<file path="config.mk">
export PLATFORM = sky130hd
export DESIGN_NAME = if_fetch_queue
export DESIGN_NICKNAME = d
export VERILOG_FILES = /design/src/rtl/fq_pkg.sv /design/src/rtl/fq_storage.sv /design/src/rtl/if_fetch_queue.sv
export SDC_FILE = /design/constraint.sdc
export NUM_CORES = 1
export LEC_CHECK = 0
export ABC_AREA = 1
export CORE_ASPECT_RATIO = 1.1
export CORE_MARGIN = 5
export CORE_UTILIZATION = 35
export CTS_CLUSTER_SIZE = 10
export DETAILED_ROUTE_END_ITERATION = 7
export PLACE_DENSITY = 0.52
export SETUP_SLACK_MARGIN = 0.2
export SLEW_MARGIN = 15
export SYNTH_ARGS = -nofsm -noshare
export SYNTH_HDL_FRONTEND = slang
export SYNTH_HIERARCHICAL = 1
export SYNTH_SLANG_ARGS = --single-unit
export TNS_END_PERCENT = 30
</file>
<file path="constraint.sdc">
create_clock -name clk -period 22.7 [get_ports clk]
set_input_delay 2.27 -clock clk [delete_from_list [all_inputs] [get_ports clk]]
set_output_delay 2.27 -clock clk [all_outputs]
set_load 0.02 [all_outputs]
</file>
<file path="src/rtl/fq_pkg.sv">
// rtl/fq_pkg.sv - shared types and defaults for the instruction fetch queue
package fq_pkg;
  localparam int FQ_DEFAULT_DEPTH = 4;
  localparam int FQ_XLEN = 32;

  typedef struct packed {
    logic [FQ_XLEN-1:0] pc;
    logic [FQ_XLEN-1:0] npc;
    logic [FQ_XLEN-1:0] ir;
  } fetch_entry_t;
endpackage

</file>
<file path="src/rtl/fq_storage.sv">
// rtl/fq_storage.sv - DEPTH-entry register array, one write port, async read port
module fq_storage
  import fq_pkg::*;
#(
  parameter int  DEPTH   = FQ_DEFAULT_DEPTH,
  parameter type entry_t = fetch_entry_t
) (
  input  logic                     clk,
  input  logic                     we,
  input  logic [$clog2(DEPTH)-1:0] waddr,
  input  entry_t                   wdata,
  input  logic [$clog2(DEPTH)-1:0] raddr,
  output entry_t                   rdata
);
  // Entries are deliberately unreset; flush and reset only move pointers.
  entry_t mem [DEPTH];

  always_ff @(posedge clk) begin
    if (we) mem[waddr] <= wdata;
  end

  assign rdata = mem[raddr];
endmodule

</file>
<file path="src/rtl/if_fetch_queue.sv">
// rtl/if_fetch_queue.sv - fetch-to-decode circular FIFO with flush and stall
// Optional same-cycle empty-queue bypass enabled by defining FQ_BYPASS_EN.
module if_fetch_queue
  import fq_pkg::*;
#(
  parameter int DEPTH = FQ_DEFAULT_DEPTH,
  parameter int XLEN  = FQ_XLEN
) (
  input  logic                     clk,
  input  logic                     rst,
  input  logic [XLEN-1:0]          if_PC_in,
  input  logic [XLEN-1:0]          if_NPC_in,
  input  logic [XLEN-1:0]          if_IR_in,
  input  logic                     if_valid_inst_in,
  input  logic                     ex_take_branch_out,
  input  logic                     id_stall,
  output logic [XLEN-1:0]          fq_PC_out,
  output logic [XLEN-1:0]          fq_NPC_out,
  output logic [XLEN-1:0]          fq_IR_out,
  output logic                     fq_valid_inst_out,
  output logic                     fq_stall_out,
  output logic [$clog2(DEPTH):0]   fq_count
);
  localparam int AW = $clog2(DEPTH);
  localparam logic [AW:0]   FULL_COUNT = DEPTH[AW:0];
  localparam logic [AW:0]   CNT_ONE    = 1;
  localparam logic [AW-1:0] PTR_ONE    = 1;

  typedef struct packed {
    logic [XLEN-1:0] pc;
    logic [XLEN-1:0] npc;
    logic [XLEN-1:0] ir;
  } entry_t;

  logic [AW-1:0] wr_ptr, rd_ptr;
  logic [AW:0]   count;
  logic          push, pop, bypass, not_empty;
  entry_t        wdata, head;

  assign not_empty    = (count != '0);
  assign fq_stall_out = (count == FULL_COUNT);
  assign fq_count     = count;

`ifdef FQ_BYPASS_EN
  // Empty queue and decode ready: hand the fetched instruction straight through.
  assign bypass = !not_empty && if_valid_inst_in && !id_stall && !ex_take_branch_out;
`else
  assign bypass = 1'b0;
`endif

  assign push = if_valid_inst_in && !fq_stall_out && !ex_take_branch_out && !bypass;
  assign pop  = not_empty && !id_stall && !ex_take_branch_out;

  assign wdata = '{pc: if_PC_in, npc: if_NPC_in, ir: if_IR_in};

  fq_storage #(.DEPTH(DEPTH), .entry_t(entry_t)) u_storage (
    .clk   (clk),
    .we    (push),
    .waddr (wr_ptr),
    .wdata (wdata),
    .raddr (rd_ptr),
    .rdata (head)
  );

  always_ff @(posedge clk or negedge rst) begin
    if (!rst) begin
      wr_ptr <= '0;
      rd_ptr <= '0;
      count  <= '0;
    end else if (ex_take_branch_out) begin
      wr_ptr <= '0;
      rd_ptr <= '0;
      count  <= '0;
    end else begin
      if (push) wr_ptr <= wr_ptr + PTR_ONE;
      if (pop)  rd_ptr <= rd_ptr + PTR_ONE;
      if (push && !pop)      count <= count + CNT_ONE;
      else if (pop && !push) count <= count - CNT_ONE;
    end
  end

  assign fq_valid_inst_out = not_empty || bypass;
  assign fq_PC_out         = bypass ? if_PC_in  : head.pc;
  assign fq_NPC_out        = bypass ? if_NPC_in : head.npc;
  assign fq_IR_out         = bypass ? if_IR_in  : head.ir;
endmodule

</file>
After elaboration in Yosys (flattened, before gate mapping)
Memories as Yosys holds them, arrays and structs flattened.
Cells that the tools add are included.
{"block": "classes", "n_addsub": 4, "n_mux": 9, "eq_ne": 1, "reduce_logical": 15}
{"op": "3-bit two-way mux", "n": 3}
{"op": "2-bit two-way mux", "n": 4}
{"op": "1-bit logical AND", "n": 6}
{"op": "3-bit nonzero test", "n": 2}
{"op": "1-bit zero test", "n": 5}
{"op": "2-bit by 1-bit adder with 2-bit output, second input constant", "n": 2}
{"op": "2-bit nonzero test", "n": 2}
{"op": "3-bit by 1-bit adder with 3-bit output, second input constant", "n": 1}
{"op": "3-bit == test, second input constant", "n": 1}
{"op": "3-bit by 1-bit subtractor with 3-bit output, second input constant", "n": 1}
{"op": "1-bit two-way mux", "n": 2}
{"block": "word_totals", "out_inout_bits": 101, "ram_bits": 384, "input_bits": 101, "wordCells": 33, "register_bits": 7, "n_memories": 1}
{"memory": "u_storage.mem", "depth": 4, "word_bits": 96, "read_ports": 1, "rd_ports_with_merged_regs": 0, "write_ports": 1, "line_no": "fq_storage.sv:16", "source": "entry_t mem [DEPTH];"}

Longest topological paths before layout
Gate-level depths: netlist of the first run.
{"block": "depth", "depth_word": 9, "depth_mapped": 11, "mapped_depth_nobuf": 11}

Cells and area by module
The synthesis of the first run kept the hierarchy.
{"module": "fq_storage", "area_per_inst_um2": 16077.9, "cells_per_inst": 1512, "seq_area_each_um2": 11531.1, "n_inst": 1}
{"module": "if_fetch_queue", "area_per_inst_um2": 424.2, "cells_per_inst": 55, "seq_area_each_um2": 175.2, "n_inst": 1}

Worst setup path before layout of the first run
No wires, ideal clock.
{"block": "synth_timing", "path_kind": "input-to-reg", "start": "in if_valid_inst_in", "end": "mem u_storage/mem[1][0] (netlist bit), enable pin", "setup_time_ps": 669, "path_stages": 4, "t_arrival_ps": 9025, "required_ps": 22031, "path_slack_ps": 13006, "cell_sequence": "nand2_1 -> nor2_1 -> inv_1 -> nor3_1"}
{"block": "synth_via", "elab_chain_len": 4}
{"item": "start, declared", "line_no": "if_fetch_queue.sv:14", "source": "input logic if_valid_inst_in,"}
{"item": "1-bit logical AND (2 in series)", "line_no": "if_fetch_queue.sv:51", "source": "assign push = if_valid_inst_in && !fq_stall_out && !ex_take_branch_out && !bypass;"}
{"item": "via push", "line_no": "if_fetch_queue.sv:37", "source": "logic push, pop, bypass, not_empty;"}
{"item": "1-bit two-way mux", "line_no": "fq_storage.sv:19", "source": "if (we) mem[waddr] <= wdata;"}
{"item": "1-bit two-way mux (not written as such)", "line_no": "fq_storage.sv:19"}
{"item": "end, declared", "line_no": "fq_storage.sv:16"}
The timed path passes the listed nets, and every way through them passes these cells.

Worst setup path after layout of the first run
{"block": "layout_timing", "start": "reg rd_ptr[0]", "end": "out fq_IR_out[21]"}
{"block": "layout_via", "elab_chain_len": 1}
{"item": "start, declared", "line_no": "if_fetch_queue.sv:35", "source": "logic [AW-1:0] wr_ptr, rd_ptr;"}
{"item": "start signal, assigned", "line_no": "if_fetch_queue.sv:76", "source": "if (pop) rd_ptr <= rd_ptr + PTR_ONE;"}
{"item": "memory 4 x 96 bit"}
{"item": "end, declared", "line_no": "if_fetch_queue.sv:19", "source": "output logic [XLEN-1:0] fq_IR_out,"}
Every way passes these cells.

==> run summary, run 1 <==
initial DRC count = 459
Die Width = 217 um
Hold Slack = 592 ps
met3 routed WL = 2230 um
initial core utilization = 35.4%
CP startpoint = rd_ptr[0]
postcts setup bufs = 0
Highest Signal Layer = met5
Post-Syn Area = 16500 um2
Psw = 622 uW
Final setup viols = 0
Rel. slew slack = 27.6%
Hold Path Class = register to register
total chip power = 2.04 mW
DRC viols = 0
H-tree Lvls = 2
Max IR drop VDD = 0.0504 mV
Worst-path clk slew = 60 ps
Sw Ratio = 30.5%
largest net degree at the start of global routing = 104
ANT nets after route = 0
drt pass-1 iters = 5
number of max-cap violations = 0
flop-to-flop setup slack = 19870 ps
R2R depth = 7
pre-CTS WS = 17150 ps
Synth warnings = 6
worst reg2reg path endpoint = u_storage/mem[3][60]
CP Launch Type = register
Area Overhead vs Synth = 23.3%
initial antenna violation count = 3
CTS tree = done
CP arrival = 3800 ps
Tightest Pin Transition = 1090 ps
Multi-input gate area = 3010 um2
hold path startpoint = wr_ptr[1]
WL/cell = 15.6 um
Hold Buf Count CTS = 0
outcome = finished, final reports clean
Seq/Total Area, Yosys = 70.9%
PD cells = 100 nW/um2
Yosys cell types = 21
routed vias/inst = 4.36
wire length on met2 = 18000 um
Final nets = 1868
pins over their slew limit = 0
fraction of layout cells with a size suffix above 1 = 4.32%
Metal-1 WL = 16200 um
Hold Path Depth = 2
RSZ-0062 raised after global routing = no
Clock Power Share = 30.9%
Gate Count Post-Synth = 1567
I/O pins = 202
root buf cell = clkbuf_16
sequential power share = 42.1%
hold endpoint = wr_ptr[1]
clk buf depth = 3
fmax = 0.165 GHz
Fillers = 4354
HPWL after DPL = 20900 um
minimum clock period = 6070 ps
placed cells = 2314
final std cells w/o fill = 2379
internal power = 1.42 mW
Synth Net Count = 1669
clk_skew = 20.0 ps
period utilization = 26.7%
DIE AREA = 51600 um2
post-cts sizing count = 0
GP Congestion = 0.700
first-pass GRT wire length = 57400 um
Mapped Avg Cell Area = 10.5 um2
post-route setup TNS = 0 ps
vias = 10400
CP max FO = 103
GRT Util Overall = 14.2%
grt ovf = 0
vias in the first global route = 10100
Final WS setup = 16630 ps
CP Class = register to primary output
Core Area = 46600 um2
# clock sinks = 391
worst reg2reg startpoint = fq_count[2]
Leakage = 8.82 nW
Clk Latency, worst-skew pair = 550 ps
DRT Wirelength = 37000 um
crit end category = primary output
DIE HEIGHT = 238 um
num rows = 83
register area = 11700 um2
FF+latch count, synth = 391
combinational share of power = 26.9%
TritonCTS Buffers = 45
required time worst endpoint = 20430 ps
final hold viol count = 0
input/output buffers = 201
cell families after synthesis:
| logic type | count (synthesis) | synth area share (%) |
|---|---|---|
| AO/OA/AOI/OAI | 11 | 0.402 |
| XOR/XNOR | 1 | 0.0531 |
| adder cells (fa/ha/maj) | 1 | 0.121 |
| buffers and inverters | 462 | 10.9 |
| flip-flops | 391 | 70.9 |
| AND/OR/NAND/NOR | 701 | 17.6 |
layer usage:
layer  track usage (%)  up-vias
li1                  -     5291
met1              18.4     4817
met2              23.8      216
met3              4.02       48
met4              3.37        6
met5                 0        -
cell type report:
class                      instances  area share (%)
clock buffer                      62            6.06
antenna                            1          0.0123
inverter                         399            7.40
clock inverter                     2          0.0615
tap                              595            3.66
sequential                       391            57.6
multi-input combinational        714            14.8
timing repair buffer             215            10.4
power groups by stage:
stage               combinational (mW)  sequential [mW]  clock [mW]
finish                           0.549            0.859       0.631
global route                     0.605            0.864       0.683
CTS                              0.564            0.860       0.655
detailed placement               0.561            0.875           0
global placement                 0.559            0.874           0
floorplan                        0.323            0.868           0
per-stage QoR:
step / util (%) / area [um2]
global placement: 41.0 / 19100
CTS: 43.6 / 20300
floorplan: - / 16500
detailed placement: 41.0 / 19100
global route: 43.6 / 20300
finish: 43.6 / 20300
cell usage after synthesis:
master    number  area (um2)
nor3_1         4        20.0
nor2_1         4        15.0
a21oi_1        4        20.0
inv_1        396        1490
dfrtp_1        7         175
nor2_4         1        11.3
inv_2          3        11.3
o21ai_1        1        5.00
buf_2         51         255
buf_4          1        7.51
xor2_1         1        8.76
edfxtp_1     384       11500
nand3_2        1        10.0
a21oi_2        3        26.3
nand2_1      495        1860
nand3_1      194         971
clkbuf_1      11        41.3
nand3b_1       1        7.51
o21ai_0        3        15.0
nand2_2        1        6.26
fa_1           1        20.0
how the worst max path moves through the flow:
stage	endpoint
after floorplan	u_storage/mem[1][0]
after global placement	fq_NPC_out[19]
after detailed placement	fq_IR_out[21]
after CTS	fq_IR_out[20]
after global routing	fq_IR_out[1]
final	fq_IR_out[21]
state kept, by name (all words and copies together), names as in the netlist:
name / count
wr_ptr: 2
rd_ptr: 2
u_storage/mem: 384
fq_count: 3
cell usage in the layout, fill, tap and decap left out, drive strengths merged:
cell	n
nor3	4
clkbuf	62
inv	400
a21oi	7
nand3b	1
clkdlybuf4s50	201
nor2	5
buf	14
nand2	496
edfxtp	384
dfrtp	7
o21ai	4
xor2	1
diode	1
clkinv	1
nand3	195
fa	1
critical path, stage by stage (launching register included):
cell	delay, ps
dfrtp_4	700
inv_6	690
buf_4	900
nand2_1	120
nand3_1	110
nand2_1	120
clkdlybuf4s50_1	560
Power figures use the tool's default switching activity.
==> run 2: changes to the inputs <==
--- a/config.mk
+++ b/config.mk
@@ -11,7 +11,7 @@
 export CORE_UTILIZATION = 35
 export CTS_CLUSTER_SIZE = 10
 export DETAILED_ROUTE_END_ITERATION = 7
-export PLACE_DENSITY = 0.52
+export PLACE_DENSITY = 0.54
 export SETUP_SLACK_MARGIN = 0.2
 export SLEW_MARGIN = 15
 export SYNTH_ARGS = -nofsm -noshare
==> constraint.sdc (replaced) <==
create_clock -name clk -period 5.1 [get_ports clk]
set_input_delay 0.51 -clock clk [delete_from_list [all_inputs] [get_ports clk]]
set_output_delay 0.51 -clock clk [all_outputs]
set_load 0.02 [all_outputs]
==> run 2 against run 1 <==
- combinational power rose to 4.5 times the previous value
- final cell count barely moved
- clock power rose to 4.8 times the previous value
- clock-buffer cell count fell by 1
- first-iteration DRC count rose by 24%
- utilization rose by 0.36 points
==> run summary, run 2 (synthesis gave the netlist of run 1 again) <==
outcome = finished, final reports clean
Die Width = 217 um (unchanged)
postcts setup bufs = 0 (unchanged)
Largest Register = u_storage/mem
commonest non-fill, non-tap cell in the layout = nand2_1
placed cells = 2314 (unchanged)
clk_skew = 18.9 ps (-1.12 ps)
input/output buffers = 201 (unchanged)
DIE HEIGHT = 238 um (unchanged)
Hold Slack = 238 ps (-354 ps)
Final WS setup = 1380 ps (-15260 ps)
first-pass GRT wire length = 58400 um (+1.7%)
total chip power = 9.28 mW (+360%)
CP Class = register to primary output
post-route setup TNS = 0 ps (unchanged)
vias in the first global route = 10300 (+2.5%)
I/O pins = 202 (unchanged)
grt ovf = 0 (unchanged)
Clk Latency, worst-skew pair = 560 ps (about the same)
CP arrival = 3210 ps (-590 ps)
pins over their slew limit = 0 (unchanged)
root buf cell = clkbuf_16
GP Congestion = 0.705 (+0.77%)
TritonCTS Buffers = 46 (+2.2%)
post-cts sizing count = 0 (unchanged)
minimum clock period = 3720 ps
required time worst endpoint = 4590 ps (-15840 ps)
Area Overhead vs Synth = 24.3%
Multi-input gate area = 3040 um2 (+0.83%)
drt pass-1 iters = 4 (-1)
Finished Cell Area = 20500 um2 (+0.82%)
largest net degree at the start of global routing = 90 (-13%)
DRC viols = 0 (unchanged)
H-tree Lvls = 2 (unchanged)
Area after DPL = 19200 um2 (+0.33%)
ANT nets after route = 0 (unchanged)
final std cells w/o fill = 2380 (+0.042%)
pre-CTS WS = 1920 ps (-15240 ps)
vias = 10400 (-0.029%)
Rel. slew slack = 36.0% (+8.4 points)
CP Cell Sequence = buf_4 -> nand2_1 -> nand3_1 -> nand2_1 -> clkdlybuf4s50_1
initial antenna violation count = 4 (+1)
initial DRC count = 568 (+24%)
CP max FO = 84 (-18%)
DRT Wirelength = 37300 um (+0.66%)
routed vias/inst = 4.36 (about the same)
clk buf depth = 3 (unchanged)
CTS tree = done
final hold viol count = 0 (unchanged)
Fillers = 4309 (-1.0%)
Hold Path Class = input pin to asynchronous set/reset pin
Final nets = 1869 (+0.054%)
Worst-path clk slew = 60 ps (about the same)
CP startpoint = rd_ptr[0]
Leakage = 8.90 nW (+0.88%)
initial core utilization = 35.4% (unchanged)
register area = 11700 um2 (unchanged)
RSZ-0062 raised after global routing = no
Final setup viols = 0 (unchanged)
worst reg2reg startpoint = fq_count[0]
CP max-delay cell = dfrtp_4
CP Launch Type = register
WL/cell = 15.7 um (+0.62%)
fraction of layout cells with a size suffix above 1 = 4.60% (+0.28 points)
most frequent cells in the layout = 495 x nand2_1, 396 x inv_1, 384 x edfxtp_1
num rows = 83 (unchanged)
period utilization = 73.0%
GRT Util Overall = 14.4% (+0.19 points)
crit end category = primary output
Tightest Pin Transition = 960 ps (-126 ps)
number of max-cap violations = 0 (unchanged)
PD cells = 453 nW/um2 (+350%)
DIE AREA = 51600 um2 (unchanged)
Util after Layout = 44.0% (+0.36 points)
flip-flop count of the largest register after layout = 384 (unchanged)
fmax = 0.269 GHz
Core Area = 46600 um2 (unchanged)
# clock sinks = 391 (unchanged)
CP peak stage delay = 830 ps (-70 ps)
most used cell, CP = nand2_1
Max IR drop VDD = 0.334 mV (+560%)
Hold Buf Count CTS = 0 (unchanged)
HPWL after DPL = 21300 um (+2.2%)
[run 2: cell count changes in the layout (fill, tap and decap cells not counted), moves of 3 or more]
| cell | change |
|---|---|
| clkbuf_1 | -4 |
| buf_12 | +3 |
| nor3_4 | +4 |
| buf_4 | -3 |
| nor3_2 | -4 |
[run 2: worst paths after layout]
path                       slack [ps]                   end  cells past startpoint
min in group clk                  580  u_storage/mem[0][15]                      1
min                               240           fq_count[1]                      1
max reg2reg                      2660  u_storage/mem[3][59]                      7
min reg2reg                       640             wr_ptr[1]                      2
max in group asynchronous        4550             rd_ptr[1]                      1
max                              1380        fq_NPC_out[15]                      5
[run 2: area by class of cell]
| class | instances | share of cell area (%) |
|---|---|---|
| Sequential cell | 391 | 57.1 |
| Clock inverter | 3 | 0.317 |
| Multi-Input combinational cell | 714 | 14.8 |
| Antenna cell | 2 | 0.0244 |
| Clock buffer | 61 | 6.25 |
| Timing Repair Buffer | 215 | 10.5 |
| Tap cell | 595 | 3.63 |
| Inverter | 399 | 7.34 |
[run 2: per-layer routing]
layer	part of all wire [%]	global-route usage [%]	vias up
met3	6.3	3.81	64
met4	2.4	4.67	4
met5	0.072	0	-
met2	48	23.9	211
li1	-	-	5277
met1	43	18.5	4819
[run 2: where the power goes]
part	total (mW)	internal [mW]	leakage, nW	switching [mW]
clock network	3.00	1.82	0.656	1.17
logic	2.46	0.953	4.67	1.51
registers	3.83	3.71	3.57	0.115
[run 2: worst max-delay path: cells and delay by family (launching register included)]
| family | cells | cell delay [ps] |
|---|---|---|
| buf+inv | 2 | 1350 |
| flops | 1 | 830 |
| simple gates | 3 | 350 |
==> run 3: changes to the inputs <==
==> constraint.sdc (replaced) <==
create_clock -name clk -period 3.2 [get_ports clk]
set_input_delay 0.32 -clock clk [delete_from_list [all_inputs] [get_ports clk]]
set_output_delay 0.32 -clock clk [all_outputs]
set_load 0.02 [all_outputs]
==> run 3 against run 2 <==
- sequential cell count did not move
- clock skew rose by 2.3 ps
- global-route usage barely moved
- design area rose by 1.1%
- hold slack got worse by 180 ps
- highest routed layer unchanged
==> run summary, run 3 (synthesis gave the netlist of run 1 again) <==
grt ovf = 0 (unchanged)
Max IR drop VDD = 0.378 mV (+13%)
ANT nets after route = 0 (unchanged)
Final setup viols = 0 (unchanged)
final hold viol count = 0 (unchanged)
fmax = 0.343 GHz
final std cells w/o fill = 2388 (+0.34%)
Clk Latency, worst-skew pair = 560 ps (about the same)
number of max-cap violations = 0 (unchanged)
DRT Wirelength = 37600 um (+0.87%)
most frequent cells in the layout = 493 x nand2_1, 395 x inv_1, 384 x edfxtp_1
num rows = 83 (unchanged)
Final WS setup = 283 ps (-1090 ps)
Largest Register = u_storage/mem
H-tree Lvls = 2 (unchanged)
CTS tree = done
GRT Util Overall = 14.4% (+0.043 points)
outcome = finished, final reports clean
initial antenna violation count = 4 (unchanged)
DIE HEIGHT = 238 um (unchanged)
Area Overhead vs Synth = 25.7%
initial core utilization = 35.4% (unchanged)
Finished Cell Area = 20700 um2 (+1.1%)
pins over their slew limit = 0 (unchanged)
crit end category = primary output
CP Cell Sequence = buf_16 -> bufbuf_16 -> nand2_1 -> nand3_1 -> nand2_1 -> clkdlybuf4s50_1
largest net degree at the start of global routing = 98 (+8.9%)
postcts setup bufs = 0 (unchanged)
Worst-path clk slew = 50 ps (about the same)
GP Congestion = 0.696 (-1.2%)
Tightest Pin Transition = 584 ps (-376 ps)
input/output buffers = 201 (unchanged)
DIE AREA = 51600 um2 (unchanged)
minimum clock period = 2920 ps
root buf cell = clkbuf_16
period utilization = 91.1%
Hold Slack = 61.2 ps (-177 ps)
TritonCTS Buffers = 46 (unchanged)
clk_skew = 21.2 ps (+2.32 ps)
Fillers = 4332 (+0.53%)
post-route setup TNS = 0 ps (unchanged)
Area after DPL = 19400 um2 (+1.3%)
flip-flop count of the largest register after layout = 384 (unchanged)
Util after Layout = 44.5% (+0.50 points)
Rel. slew slack = 61.1% (+25 points)
HPWL after DPL = 21300 um (-0.11%)
Leakage = 9.01 nW (+1.3%)
required time worst endpoint = 2880 ps (-1710 ps)
CP max-delay cell = clkdlybuf4s50_1
Final nets = 1881 (+0.64%)
RSZ-0062 raised after global routing = yes
PD cells = 712 nW/um2 (+57%)
Hold Buf Count CTS = 0 (unchanged)
I/O pins = 202 (unchanged)
initial DRC count = 469 (-17%)
drt pass-1 iters = 4 (unchanged)
Hold Path Class = input pin to asynchronous set/reset pin
WL/cell = 15.8 um (+0.53%)
first-pass GRT wire length = 58500 um (about the same)
DRC viols = 0 (unchanged)
CP Launch Type = register
CP max FO = 77 (-8.3%)
vias in the first global route = 10400 (+0.73%)
commonest non-fill, non-tap cell in the layout = nand2_1
Die Width = 217 um (unchanged)
routed vias/inst = 4.45 (+2.1%)
CP Class = register to primary output
clk buf depth = 3 (unchanged)
fraction of layout cells with a size suffix above 1 = 5.47% (+0.87 points)
pre-CTS WS = 775 ps (-1140 ps)
vias = 10600 (+2.4%)
Core Area = 46600 um2 (unchanged)
CP arrival = 2600 ps (-610 ps)
placed cells = 2325 (+0.48%)
CP peak stage delay = 600 ps (-230 ps)
total chip power = 14.8 mW (+59%)
most used cell, CP = nand2_1
# clock sinks = 391 (unchanged)
flop-to-flop setup slack = 1200 ps (-1460 ps)
-- run 3: area by class of cell --
cell class                 instances  area, um2  area share, %
antenna                            1       2.50         0.0121
clock buffer                      56       1210           5.83
multi-input combinational        714       3050           14.7
sequential                       391      11700           56.5
inverter                         399       1510           7.26
timing repair buffer             227       2460           11.9
tap                              595        744           3.59
clock inverter                     5       55.1          0.265
-- run 3: report_power, final --
group	total (mW)	switching, mW	internal, mW
logic	4.22	2.56	1.66
registers	6.00	0.0880	5.92
clock network	4.55	1.85	2.70
-- run 3: worst paths after layout --
kind                         startpoint                    to  cells after the start
max in group asynchronous           rst             rd_ptr[0]                      1
max                           rd_ptr[0]          fq_PC_out[5]                      6
min reg2reg                 fq_count[0]           fq_count[0]                      2
max reg2reg                 fq_count[0]  u_storage/mem[0][56]                      7
min in group clk           if_PC_in[19]  u_storage/mem[0][83]                      1
min                                 rst           fq_count[1]                      1
-- run 3: critical path: cells and delay by family, from the launching register on --
kind | cells | cell delay [ps]
DFF | 1 | 510
buffers and inverters | 3 | 1220
and+or+nand+nor | 3 | 260
-- run 3: repair_timing --
action | in CTS | in global routing
gates resized for setup | 2 | 5
gates cloned | 1 | 0
endpoints found under the setup margin | 16 | 52
-- run 3: layer usage --
layer  wire [um]  part of all wire (%)  vias up  track usage [%]
li1            -                     -     5305                -
met1       16300                    43     5014             18.5
met2       18000                    48      246             24.1
met3        2520                   6.7       56             4.32
met4         717                   1.9        6             3.77
met5          30                 0.080        -                0
